### config.mk
export PLATFORM = sky130hd
export DESIGN_NAME = seq_mult_mac_flat
export DESIGN_NICKNAME = d
export VERILOG_FILES = /design/src/rtl/seq_mult_mac_if.sv /design/src/rtl/seq_mult_mac.sv /design/src/flat_wrapper.sv
export SDC_FILE = /design/constraint.sdc
export NUM_CORES = 1
export LEC_CHECK = 0
export ABC_AREA = 1
export CAP_MARGIN = 20
export CORE_MARGIN = 1.5
export CORE_UTILIZATION = 55
export CTS_CLUSTER_SIZE = 30
export DETAILED_ROUTE_END_ITERATION = 10
export GPL_TIMING_DRIVEN = 0
export PLACE_DENSITY = 0.79
export SYNTH_ARGS = -nofsm -noshare
export SYNTH_HDL_FRONTEND = slang
export SYNTH_SLANG_ARGS = --single-unit
### constraint.sdc
create_clock -name clk -period 6 [get_ports clk]
set_clock_uncertainty 0.05 [all_clocks]
set_input_delay 1.8 -clock clk [delete_from_list [all_inputs] [get_ports clk]]
set_output_delay 1.8 -clock clk [all_outputs]
set_load 0.02 [all_outputs]
### src/rtl/seq_mult_mac_if.sv
// seq_mult_mac_if: operand, control and result bundle for the sequential multiply-accumulate unit.
interface seq_mult_mac_if #(
    parameter int WIDTH = 8,
    parameter int ACC_W = 2*WIDTH+4
);
    logic               start;
    logic               signed_mode;
    logic               acc_en;
    logic               acc_clr;
    logic [WIDTH-1:0]   a;
    logic [WIDTH-1:0]   b;
    logic               busy;
    logic               done;
    logic [2*WIDTH-1:0] product;
    logic [ACC_W-1:0]   acc;
    logic               overflow;
    modport master (
        output start, signed_mode, acc_en, acc_clr, a, b,
        input  busy, done, product, acc, overflow
    );
    modport slave (
        input  start, signed_mode, acc_en, acc_clr, a, b,
        output busy, done, product, acc, overflow
    );
endinterface

### src/rtl/seq_mult_mac.sv
// seq_mult_mac: iterative shift-add multiplier, signed or unsigned per operation, with wrap-around accumulator and sticky overflow.
module seq_mult_mac #(
    parameter int WIDTH = 8,
    parameter int ACC_W = 2*WIDTH+4
) (
    input logic           clk,
    input logic           rst,
    seq_mult_mac_if.slave bus
);
    localparam int CW = $clog2(WIDTH+1);
    localparam logic [1:0] IDLE = 2'd0, RUN = 2'd1, DONE = 2'd2;
    logic [1:0]         state;
    logic [CW-1:0]      count;
    logic [WIDTH-1:0]   mcand, mplier, a_mag, b_mag;
    logic [2*WIDTH-1:0] partial, partial_nx, product_nx, product_r;
    logic [WIDTH:0]     upper_sum;
    logic [ACC_W-1:0]   acc_r, ext;
    logic [ACC_W:0]     acc_sum;
    logic               neg, sgn, acc_en_r, ovf_r, ovf_nx;
    // Magnitudes are unsigned WIDTH-bit values, so -2^(WIDTH-1) maps to 2^(WIDTH-1) exactly.
    always_comb begin
        a_mag      = (bus.signed_mode && bus.a[WIDTH-1]) ? -bus.a : bus.a;
        b_mag      = (bus.signed_mode && bus.b[WIDTH-1]) ? -bus.b : bus.b;
        upper_sum  = {1'b0, partial[2*WIDTH-1:WIDTH]} + (mplier[0] ? {1'b0, mcand} : '0);
        partial_nx = {upper_sum, partial[WIDTH-1:1]};
        product_nx = neg ? -partial_nx : partial_nx;
        ext        = sgn ? ACC_W'($signed(product_nx)) : ACC_W'(product_nx);
        acc_sum    = {1'b0, acc_r} + {1'b0, ext};
        ovf_nx     = sgn ? (acc_r[ACC_W-1] == ext[ACC_W-1]) && (acc_sum[ACC_W-1] != acc_r[ACC_W-1])
                         : acc_sum[ACC_W];
    end
    always_ff @(posedge clk) begin
        if (rst) begin
            state     <= IDLE;
            count     <= '0;
            mcand     <= '0;
            mplier    <= '0;
            partial   <= '0;
            product_r <= '0;
            acc_r     <= '0;
            neg       <= 1'b0;
            sgn       <= 1'b0;
            acc_en_r  <= 1'b0;
            ovf_r     <= 1'b0;
        end else begin
            if (state == IDLE && bus.start) begin
                mcand    <= a_mag;
                mplier   <= b_mag;
                neg      <= bus.signed_mode & (bus.a[WIDTH-1] ^ bus.b[WIDTH-1]);
                sgn      <= bus.signed_mode;
                acc_en_r <= bus.acc_en;
                count    <= CW'(WIDTH);
                partial  <= '0;
                state    <= RUN;
            end else if (state == RUN) begin
                partial <= partial_nx;
                mplier  <= mplier >> 1;
                count   <= count - CW'(1);
                if (count == CW'(1)) begin
                    state     <= DONE;
                    product_r <= product_nx;
                    if (acc_en_r) begin
                        acc_r <= acc_sum[ACC_W-1:0];
                        ovf_r <= ovf_r | ovf_nx;
                    end
                end
            end else if (state == DONE) begin
                state <= IDLE;
            end
            // Placed last so a coincident clear overrides the accumulate update.
            if (bus.acc_clr) begin
                acc_r <= '0;
                ovf_r <= 1'b0;
            end
        end
    end
    assign bus.busy     = (state == RUN);
    assign bus.done     = (state == DONE);
    assign bus.product  = product_r;
    assign bus.acc      = acc_r;
    assign bus.overflow = ovf_r;
endmodule
### src/flat_wrapper.sv
// flat-port wrapper written by rule: the top's interface ports become plain ports
module seq_mult_mac_flat 
#(
    parameter int WIDTH = 8,
    parameter int ACC_W = 2*WIDTH+4
)
  (clk, rst, bus_start, bus_signed_mode, bus_acc_en, bus_acc_clr, bus_a, bus_b, bus_busy, bus_done, bus_product, bus_acc, bus_overflow);
  seq_mult_mac_if #(.WIDTH(WIDTH), .ACC_W(ACC_W)) bus_i ();
  input logic clk;
  input logic rst;
  input wire logic [$bits(bus_i.start)-1:0] bus_start;
  input wire logic [$bits(bus_i.signed_mode)-1:0] bus_signed_mode;
  input wire logic [$bits(bus_i.acc_en)-1:0] bus_acc_en;
  input wire logic [$bits(bus_i.acc_clr)-1:0] bus_acc_clr;
  input wire logic [$bits(bus_i.a)-1:0] bus_a;
  input wire logic [$bits(bus_i.b)-1:0] bus_b;
  output wire logic [$bits(bus_i.busy)-1:0] bus_busy;
  output wire logic [$bits(bus_i.done)-1:0] bus_done;
  output wire logic [$bits(bus_i.product)-1:0] bus_product;
  output wire logic [$bits(bus_i.acc)-1:0] bus_acc;
  output wire logic [$bits(bus_i.overflow)-1:0] bus_overflow;
  assign bus_i.start = bus_start;
  assign bus_i.signed_mode = bus_signed_mode;
  assign bus_i.acc_en = bus_acc_en;
  assign bus_i.acc_clr = bus_acc_clr;
  assign bus_i.a = bus_a;
  assign bus_i.b = bus_b;
  assign bus_busy = bus_i.busy;
  assign bus_done = bus_i.done;
  assign bus_product = bus_i.product;
  assign bus_acc = bus_i.acc;
  assign bus_overflow = bus_i.overflow;
  seq_mult_mac #(.WIDTH(WIDTH), .ACC_W(ACC_W)) u_core (.clk(clk), .rst(rst), .bus(bus_i));
endmodule
==> results.md, run 1 <==
- Status: finished clean
- PwrDens: 192 nW/um^2
- Unrepaired setup endpoints after global routing: no
- Fraction of registers with async set or reset after synthesis: 0
- Fin nets: 912
- Yosys top cell by area: dfxtp_1
- Cell Chain, Critical Path: clkbuf_1 > nand2_1 > inv_1 > ha_1 > fa_1 > nor2_1 > nand2_1 > nor3_4 > nand3_2 > nor2_4 > nand3_2 > nand3_2 > nand2_2 > nor2_1 > ha_1 > nand2_1 > nor4_1 > nand4_1 > nand3_1 > nor2_1 > o21bai_1 > inv_1
- Core ar.: 9240 sq um
- Worst path required time: 6.22 ns
- Syn Std Cell Area: 5220 sq um
- Syn avg cell area: 6.69 sq um
- Setup repair bufs after CTS: 0
- Cells after Synth: 780
- CTS max path bufs: 2
- CP max-delay cell: nor4_1
- Vias/cell: 5.19
- WP data arrival: 4.70 ns
- Reg2reg start: u_core.mplier[0]
- Sequential share of the synthesized area: 0.295
- Worst Tran Pin Value: 0.574 ns
- #FFs+latches synth: 77
- # resized after CTS: 0
- Area added between synthesis and finish: 18.4%
- Starting DRT DRC Count: 207
- Gr ovfl total: 0
- Yosys warning count: 0
- # DRC: 0
- Endpoints failing setup: 0
- CTS tree: built
- Via count: 5111
- Synth top cells by count: nand2_1, inv_1, dfxtp_1
- Die height: 100 um
- Row count: 35
- Top-area cell type share of the netlist area: 0.295
- Period utilisation layout: 0.746
- Top cells by area, synth: dfxtp_1, nand2_1, inv_1
- DRT Pass-1 Iters: 4
- Setup TNS: 0 ns
- Largest net degree at the start of global routing: 15
- Reg2reg end: u_core.bus.acc[18]
- HPWL after DPL: 10.2 mm
- Hold WS: 0.415 ns
- Die Wd: 100 um
- Max Slew Vio Count: 0
- Final wirelength: 12.9 mm
- CTS root buf: clkbuf_8
- Crit-path max cell delay: 0.54 ns
- Hold wc startpoint: u_core.bus.overflow
- Leakage: 3.15 nW
- Die area: 10100 sq um
- Vias in the first global route: 4808
- Setup crit end kind: flip-flop
- Num ports: 61
- Clock slew at reported path FFs: 0.10 ns
- Minimum clock period: 4.47 ns
- R2R setup slack: 1.53 ns
- # clock sinks: 77
- Final hold violations: 0
- R2R cell count: 22
- Gpl congestion: 0.912
- Worst hold endpoint: u_core.bus.overflow
- Most numerous cell in the Yosys netlist: nand2_1
- GRT Overall Usage: 0.264
- Worst hold path type: flip-flop to flip-flop
- Crit Path Category: flip-flop to flip-flop
- CTS Buf Count: 9
- Drt wl/cell: 13.1 um
- Detail Route Antenna Nets: 0
- Slew HR: 0.613
- Crit path from: u_core.mplier[0]
- Initial antenna violation count: 0
- CP Max Fanout: 9
- Fmax: 223 MHz
- CP startpoint kind: flip-flop
- Post-synth net total: 841
- Clock Latency Late Sink: 0.36 ns
- Netlist cell types: 45
- Antenna diode count: 0
- Max H-tree Level: 3
- Starting density of the core: 0.565
- First-pass GRT wire length: 21.3 mm
- Ratio of cells with drive above 1 in the final layout: 0.0537
- Hold Path Stages: 2
- Main synth FF type: dfxtp_1
- Number of synthesized flops with an enable pin: 0
- Maxcap violations: 0
- # port buffers: 60
- Hold buffer count at cts: 0
- VDD IR max: 149 uV
how the worst max path moves through the flow:
stage | end | slack [ns] | depth (start not counted)
3_3_place_gp | u_core.bus.acc[18] | 1.65 | 22
2_1_floorplan | u_core.bus.acc[18] | 2.48 | 23
3_5_place_dp | u_core.bus.acc[18] | 1.56 | 22
6_report | u_core.bus.acc[18] | 1.53 | 22
5_1_grt | u_core.bus.acc[18] | 1.06 | 22
4_1_cts | u_core.bus.acc[18] | 1.56 | 22
registers in the layout, indices dropped and copies added (netlist names):
register and cells:
u_core.bus.overflow 1, u_core.partial 15, u_core.bus.acc 20, u_core.bus.product 16
u_core.sgn 1, u_core.state 2, u_core.acc_en_r 1, u_core.mcand 8
u_core.neg 1, u_core.mplier 8, u_core.count 4
stage by stage:
stage | worst slack [ns] | cells | cell area (sq um) | power, W | utilization
after floorplan | 2.48 | 780 | 5220 | 0.000710 | -
after global placement | 1.65 | 969 | 5980 | 0.000772 | 0.647
after detailed placement | 1.56 | 969 | 5980 | 0.000779 | 0.647
after CTS | 1.56 | 985 | 6180 | 0.00119 | 0.669
after global routing | 1.06 | 985 | 6180 | 0.00124 | 0.669
final | 1.53 | 985 | 6180 | 0.00119 | 0.669
worst max-delay path, delay by kind of cell, from the launching register on:
family / cells / cell delay [ns]
compound gates: 1 / 0.13
fa+ha+maj: 3 / 0.96
buf+inv: 3 / 0.42
flops: 1 / 0.31
simple gates: 15 / 2.52
where the power goes:
| part | internal [W] | switching, W | leakage [nW] |
|---|---|---|---|
| Sequential | 0.000533 | 0.0000131 | 0.625 |
| Combinational | 0.0000839 | 0.000140 | 2.43 |
| Clock | 0.000196 | 0.000220 | 0.0931 |
| Total | 0.000812 | 0.000374 | 3.15 |
area by class of cell:
type                            count  area [sq um]
Buffer                             19          91.3
Tap cell                          129           161
Clock inverter                      6          71.3
Timing Repair Buffer               60           601
Fill cell                         811          3060
Clock buffer                       10           128
Inverter                          134           503
Sequential cell                    77          1540
Multi-Input combinational cell    550          3080
layer usage:
metal  track usage  share of wire  wire [um]  vias to the layer above
li1              -              -          -                     2656
met1         0.313           0.44       5700                     2325
met2         0.487           0.50       6510                      108
met3        0.0334          0.034        437                       22
met4        0.0921          0.021        275                        0
met5             0              0          0                        -
cell usage in the layout, fill, tap and decap left out, types with 8 or more instances in the layout:
master / netlist / layout
clkdlybuf4s50_1: 0 / 60
xor2_1: 18 / 18
o21ai_0: 56 / 56
xnor2_1: 8 / 8
a21oi_1: 58 / 58
nand2_1: 179 / 179
o21bai_1: 14 / 14
o211ai_1: 11 / 11
nor2_1: 61 / 61
inv_1: 130 / 130
clkbuf_8: 0 / 9
nand4_1: 9 / 9
clkbuf_1: 10 / 11
nand3_1: 38 / 38
o21a_1: 10 / 10
ha_1: 37 / 37
dfxtp_1: 77 / 77
cell families (layout without fill, tap and decap cells):
group           Yosys count  after routing  share of synthesized area
simple gates            316            316                      0.261
compound gates          168            168                      0.188
buf+inv                 153            229                      0.114
flops                    77             77                      0.295
fa+ha+maj                39             39                     0.0964
xor+xnor                 26             26                     0.0436
mux                       1              1                    0.00192
(Power assumes the default switching activity.)
==> run 2, diff against run 1 <==
==> constraint.sdc (replaced) <==
create_clock -name clk -period 4.6 [get_ports clk]
set_clock_uncertainty 0.05 [all_clocks]
set_input_delay 1.38 -clock clk [delete_from_list [all_inputs] [get_ports clk]]
set_output_delay 1.38 -clock clk [all_outputs]
set_load 0.02 [all_outputs]
==> run 2 against run 1 <==
Compared with the run above: combinational power rose by 30%; die area did not move; clock-buffer cell count did not move; sequential power rose by 31%; hold slack barely moved; sequential share of layout area barely moved; largest power group unchanged; critical path depth did not move.
==> results.md, run 2 (synthesis results as in run 1) <==
- Final wirelength: 13.1 mm (+1.0%)
- # port buffers: 60 (unchanged)
- Reg2reg start: u_core.mplier[0]
- Hold buffer count at cts: 0 (unchanged)
- Final hold violations: 0 (unchanged)
- R2R cell count: 22 (unchanged)
- Initial antenna violation count: 0 (unchanged)
- # DRC: 0 (unchanged)
- Detail Route Antenna Nets: 0 (unchanged)
- Worst Tran Pin Value: 0.592 ns (+0.0181 ns)
- Drt wl/cell: 13.3 um (+1.1%)
- Internal: 0.00106 W (+30%)
- Row count: 35 (unchanged)
- CP startpoint kind: flip-flop
- GRT Overall Usage: 0.264 (unchanged)
- Die Wd: 100 um (unchanged)
- Non-Filler Cell Area, Final: 6180 sq um (about the same)
- Vias in the first global route: 4808 (unchanged)
- Die area: 10100 sq um (unchanged)
- Vias/cell: 5.20 (+0.16%)
- Clock Power Share: 0.350 (about the same)
- Clock slew at reported path FFs: 0.09 ns (about the same)
- Minimum clock period: 4.14 ns (-0.336 ns)
- Die height: 100 um (unchanged)
- CP max-delay cell: dfxtp_1
- Max H-tree Level: 3 (unchanged)
- Starting DRT DRC Count: 201 (-2.9%)
- Maxcap violations: 0 (unchanged)
- Antenna diode count: 0 (unchanged)
- Worst hold path type: flip-flop to flip-flop
- Fin nets: 911 (-0.11%)
- Setup TNS: 0 ns (unchanged)
- HPWL after DPL: 10.2 mm (unchanged)
- CTS tree: built
- Largest register FFs: 20 (unchanged)
- Crit path from: u_core.mplier[0]
- Most used cell, CP: nand2_1
- Gr ovfl total: 0 (unchanged)
- Status: finished clean
- Unrepaired setup endpoints after global routing: no
- Endpoints failing setup: 0 (unchanged)
- Largest net degree at the start of global routing: 15 (unchanged)
- CTS max path bufs: 2 (unchanged)
- WP data arrival: 4.36 ns (-0.34 ns)
- CTS root buf: clkbuf_8
- Cell Chain, Critical Path: nand2_1 > inv_1 > ha_1 > fa_1 > nor2_1 > nand2_1 > nor3_4 > nand3_2 > nor2_4 > nand3_2 > nand2_1 > nand2_1 > nand2_2 > nor2_2 > ha_1 > nand2_1 > nor4_2 > nand4_1 > nand3_1 > nor2_1 > o21bai_1 > inv_1
- Most common cell after layout, fill and taps aside: nand2_1
- Leakage: 3.15 nW (about the same)
- Crit Path Category: flip-flop to flip-flop
- # clock sinks: 77 (unchanged)
- Switching fraction of total power: 0.315 (about the same)
- Setup crit end kind: flip-flop
- NetSw: 0.000487 W (+30%)
- PwrDens: 250 nW/um^2 (+30%)
- Final worst-path setup slack: 0.461 ns (-1.06 ns)
- Worst path required time: 4.82 ns (-1.40 ns)
- First-pass GRT wire length: 21.3 mm (unchanged)
- Slew HR: 0.601 (-0.0122)
- Commonest cells after routing, fill and taps aside: nand2_1, inv_1, dfxtp_1
- Via count: 5114 (+0.059%)
- Period utilisation layout: 0.900 (+0.154)
- DRT Pass-1 Iters: 4 (unchanged)
- Ratio of cells with drive above 1 in the final layout: 0.0561 (+0.00240)
- Fmax: 242 MHz (+8.1%)
- CTS Buf Count: 9 (unchanged)
- Hold wc startpoint: u_core.bus.overflow
- Clock Latency Late Sink: 0.36 ns (about the same)
- Crit-path max cell delay: 0.51 ns (-0.03 ns)
- Core ar.: 9240 sq um (unchanged)
- Gpl congestion: 0.912 (unchanged)
- Starting density of the core: 0.565 (unchanged)
- Area added between synthesis and finish: 18.5% (about the same)
- Placed inst area: 5980 sq um (unchanged)
- Comb power frac: 0.188 (about the same)
- CP Max Fanout: 9 (unchanged)
- Sequential power share: 0.462 (+0.002)
- Hold Path Stages: 2 (unchanged)
- DP Worst Slack: 0.161 ns (-1.40 ns)
- VDD IR max: 196 uV (+31%)
- Max Slew Vio Count: 0 (unchanged)
- Num ports: 61 (unchanged)
-- run 2: cell types whose count changed in the layout (fill, tap and decap cells not counted), sizes merged --
| cell | previous run | this run |
|---|---|---|
| clkbuf | 20 | 19 |
-- run 2: path summary, 6_finish.rpt --
check / end / slack (ns)
worst max-delay path: u_core.bus.acc[18] / 0.46
worst min-delay path: u_core.bus.overflow / 0.41
worst max register to register: u_core.bus.acc[18] / 0.46
worst min register to register: u_core.bus.overflow / 0.41
-- run 2: metal layers --
metal,wire (um),track usage,part of all wire
met5,0,0,0
met4,280,0.0921,0.021
met3,464,0.0334,0.036
met2,6520,0.487,0.50
met1,5780,0.313,0.44
-- run 2: power groups by stage --
stage,clock [W],combinational [W],sequential (W)
detailed placement,0,0.000289,0.000727
CTS,0.000544,0.000291,0.000712
global placement,0,0.000281,0.000726
finish,0.000541,0.000291,0.000714
global route,0.000568,0.000326,0.000718
floorplan,0,0.000198,0.000728
-- run 2: area by class of cell --
cell class / count / area [sq um]
fill: 814 / 3060
inverter: 134 / 503
buffer: 18 / 87.6
multi-input combinational: 550 / 3090
tap: 129 / 161
timing repair buffer: 60 / 601
clock buffer: 10 / 128
sequential: 77 / 1540
clock inverter: 6 / 71.3
-- run 2: worst max-delay path, delay by kind of cell, from the launching register on --
kind / cells / cell delay, ns
flops: 1 / 0.51
simple gates: 16 / 2.23
fa+ha+maj: 3 / 1.05
compound gates: 1 / 0.13
buf+inv: 2 / 0.11
-- run 2: timing repair --
item / 4_1_cts / 5_1_grt
endpoints found under the setup margin: 0 / 3
setup buffers: 0 / 0
gates resized for setup: 0 / 2
hold endpoints to repair: 0 / 0
-- run 2: through the flow --
step	utilization	cells	total power, W	hold slack [ns]
detailed placement	0.647	969	0.00102	0.401
finish	0.669	984	0.00155	0.415
floorplan	-	780	0.000926	0.378
global placement	0.647	969	0.00101	0.392
CTS	0.669	985	0.00155	0.421
global route	0.669	984	0.00161	0.444
==> run 3, diff against run 2 <==
--- a/config.mk
+++ b/config.mk
@@ -7,12 +7,14 @@
 export LEC_CHECK = 0
 export ABC_AREA = 1
 export CAP_MARGIN = 20
+export CELL_PAD_IN_SITES_DETAIL_PLACEMENT = 1
+export CELL_PAD_IN_SITES_GLOBAL_PLACEMENT = 1
 export CORE_MARGIN = 1.5
-export CORE_UTILIZATION = 55
+export CORE_UTILIZATION = 40
 export CTS_CLUSTER_SIZE = 30
 export DETAILED_ROUTE_END_ITERATION = 10
 export GPL_TIMING_DRIVEN = 0
-export PLACE_DENSITY = 0.79
+export PLACE_DENSITY_LB_ADDON = 0.1
 export SYNTH_ARGS = -nofsm -noshare
 export SYNTH_HDL_FRONTEND = slang
 export SYNTH_SLANG_ARGS = --single-unit
==> run 3 against run 2 <==
Compared with the run above: largest cell class unchanged; worst setup slack worse by 0.064 ns; global-route usage decreased by 1.0 points; wire length up 27%; clock-buffer cell count is 1 higher; sequential power barely moved; flip-flop and latch count unchanged; register-to-register slack worse by 0.06 ns.
==> results.md, run 3 (synthesis results as in run 1) <==
- # port buffers: 60 (unchanged)
- Number of fill cells in the layout: 1705 (+110%)
- # clock sinks: 77 (unchanged)
- VDD IR max: 179 uV (-8.5%)
- Hold WS: 0.405 ns (-0.00997 ns)
- Fin nets: 911 (unchanged)
- Area added between synthesis and finish: 22.4%
- Unrepaired setup endpoints after global routing: no
- Clock Latency Late Sink: 0.35 ns (about the same)
- Antenna diode count: 0 (unchanged)
- Placed inst area: 6030 sq um (+0.90%)
- CP Max Fanout: 9 (unchanged)
- Commonest cells after routing, fill and taps aside: nand2_1, inv_1, dfxtp_1
- PwrDens: 294 nW/um^2 (+17%)
- Setup crit end kind: flip-flop
- Most common cell after layout, fill and taps aside: nand2_1
- CTS max path bufs: 2 (unchanged)
- Ratio of cells with drive above 1 in the final layout: 0.0561 (unchanged)
- Fmax: 238 MHz (-1.5%)
- Detail Route Antenna Nets: 0 (unchanged)
- WP data arrival: 4.40 ns (+0.04 ns)
- CP startpoint kind: flip-flop
- Slew HR: 0.540 (-0.0606)
- R2R setup slack: 0.40 ns (-0.06 ns)
- Crit Path Category: flip-flop to flip-flop
- Starting density of the core: 0.412 (-0.153)
- Core ar.: 12700 sq um (+37%)
- Via count: 5364 (+4.9%)
- Final hold violations: 0 (unchanged)
- Num ports: 61 (unchanged)
- Gr ovfl total: 0 (unchanged)
- Multi-input gate area: 3090 sq um (unchanged)
- Util after Layout: 0.504 (-0.165)
- Endpoints failing setup: 0 (unchanged)
- Maxcap violations: 0 (unchanged)
- Final wirelength: 16.6 mm (+27%)
- Drt wl/cell: 16.1 um (+22%)
- Initial antenna violation count: 0 (unchanged)
- Clock slew at reported path FFs: 0.07 ns (-0.02 ns)
- Die height: 117 um (+17%)
- CTS tree: built
- DP Worst Slack: 0.0184 ns (-0.143 ns)
- Max H-tree Level: 3 (unchanged)
- Worst Tran Pin Value: 0.682 ns (+0.0900 ns)
- Setup repair bufs after CTS: 0 (unchanged)
- Largest net degree at the start of global routing: 14 (-1)
- Status: finished clean
- Leakage: 3.23 nW (+2.4%)
- CTS Buf Count: 9 (unchanged)
- HPWL after DPL: 13.0 mm (+27%)
- DRT Pass-1 Iters: 4 (unchanged)
- Worst hold path type: flip-flop to flip-flop
- Period utilisation layout: 0.914 (+0.0140)
- Worst path required time: 4.80 ns (-0.02 ns)
- GRT Overall Usage: 0.254 (-0.0103)
- Row count: 41 (+17%)
- Minimum clock period: 4.20 ns (+0.0642 ns)
- Gpl congestion: 0.879 (-3.6%)
- Largest register FFs: 20 (unchanged)
- Setup TNS: 0 ns (unchanged)
- Vias/cell: 5.22 (+0.50%)
- Max Slew Vio Count: 0 (unchanged)
- Die area: 13700 sq um (+36%)
- Die Wd: 117 um (+17%)
- # DRC: 0 (unchanged)
- Vias in the first global route: 5660 (+18%)
- Seq. cell area: 1540 sq um (unchanged)
- Non-Filler Cell Area, Final: 6390 sq um (+3.3%)
- Starting DRT DRC Count: 199 (-1.0%)
- CTS root buf: clkbuf_16
- Final worst-path setup slack: 0.397 ns (-0.0642 ns)
- First-pass GRT wire length: 26.9 mm (+27%)
run 3: critical path, cell delays in order, from the launching register on:
cell      delay [ns]
dfxtp_1         0.52
nand2_1         0.09
inv_1           0.07
ha_1            0.24
fa_1            0.49
nor2_1          0.11
nand2_1         0.10
nor3_4          0.24
nand3_2         0.11
nor2_4          0.12
nand3_2         0.09
nand2_1         0.08
nand2_1         0.06
nand2_2         0.11
inv_1           0.08
ha_1            0.35
nand2_1         0.12
nor3_1          0.38
nand4_1         0.26
nand4_1         0.19
nand3_1         0.09
o211ai_1        0.08
inv_1           0.05
run 3: layout make-up:
cell class	count	area share
Sequential cell	77	0.241
Clock buffer	11	0.0380
Multi-Input combinational cell	550	0.484
Buffer	18	0.0137
Clock inverter	5	0.0168
Timing Repair Buffer	60	0.0940
Inverter	134	0.0787
Tap cell	172	0.0337
run 3: metal layers:
layer | vias up | GRT usage | part of all wire
met5 | - | 0 | 0
met4 | 0 | 0.0779 | 0.018
met3 | 25 | 0.0417 | 0.024
met2 | 63 | 0.496 | 0.54
met1 | 2615 | 0.277 | 0.42
li1 | 2661 | - | -
run 3: where the power goes:
group / total [W] / internal, W / switching [W]
combinational: 0.000305 / 0.000109 / 0.000195
clock: 0.000856 / 0.000548 / 0.000308
sequential: 0.000716 / 0.000696 / 0.0000204
run 3: final timing paths:
| check | from | to | cells after the start |
|---|---|---|---|
| setup / recovery | u_core.mplier[0] | u_core.bus.acc[17] | 22 |
| hold / removal | u_core.bus.overflow | u_core.bus.overflow | 2 |
| setup reg to reg | u_core.mplier[0] | u_core.bus.acc[17] | 22 |
| hold reg to reg | u_core.bus.overflow | u_core.bus.overflow | 2 |
run 3: through the flow:
step | instances | power (W)
after global placement | 1012 | 0.00102
final | 1027 | 0.00188
after CTS | 1028 | 0.00188
after detailed placement | 1012 | 0.00103
after floorplan | 780 | 0.000926
after global routing | 1027 | 0.00194
run 3: what timing repair did:
action                                  in CTS  in global routing
endpoints found under the setup margin       1                  5
hold buffers                                 0                  0
resized for setup                            1                  1
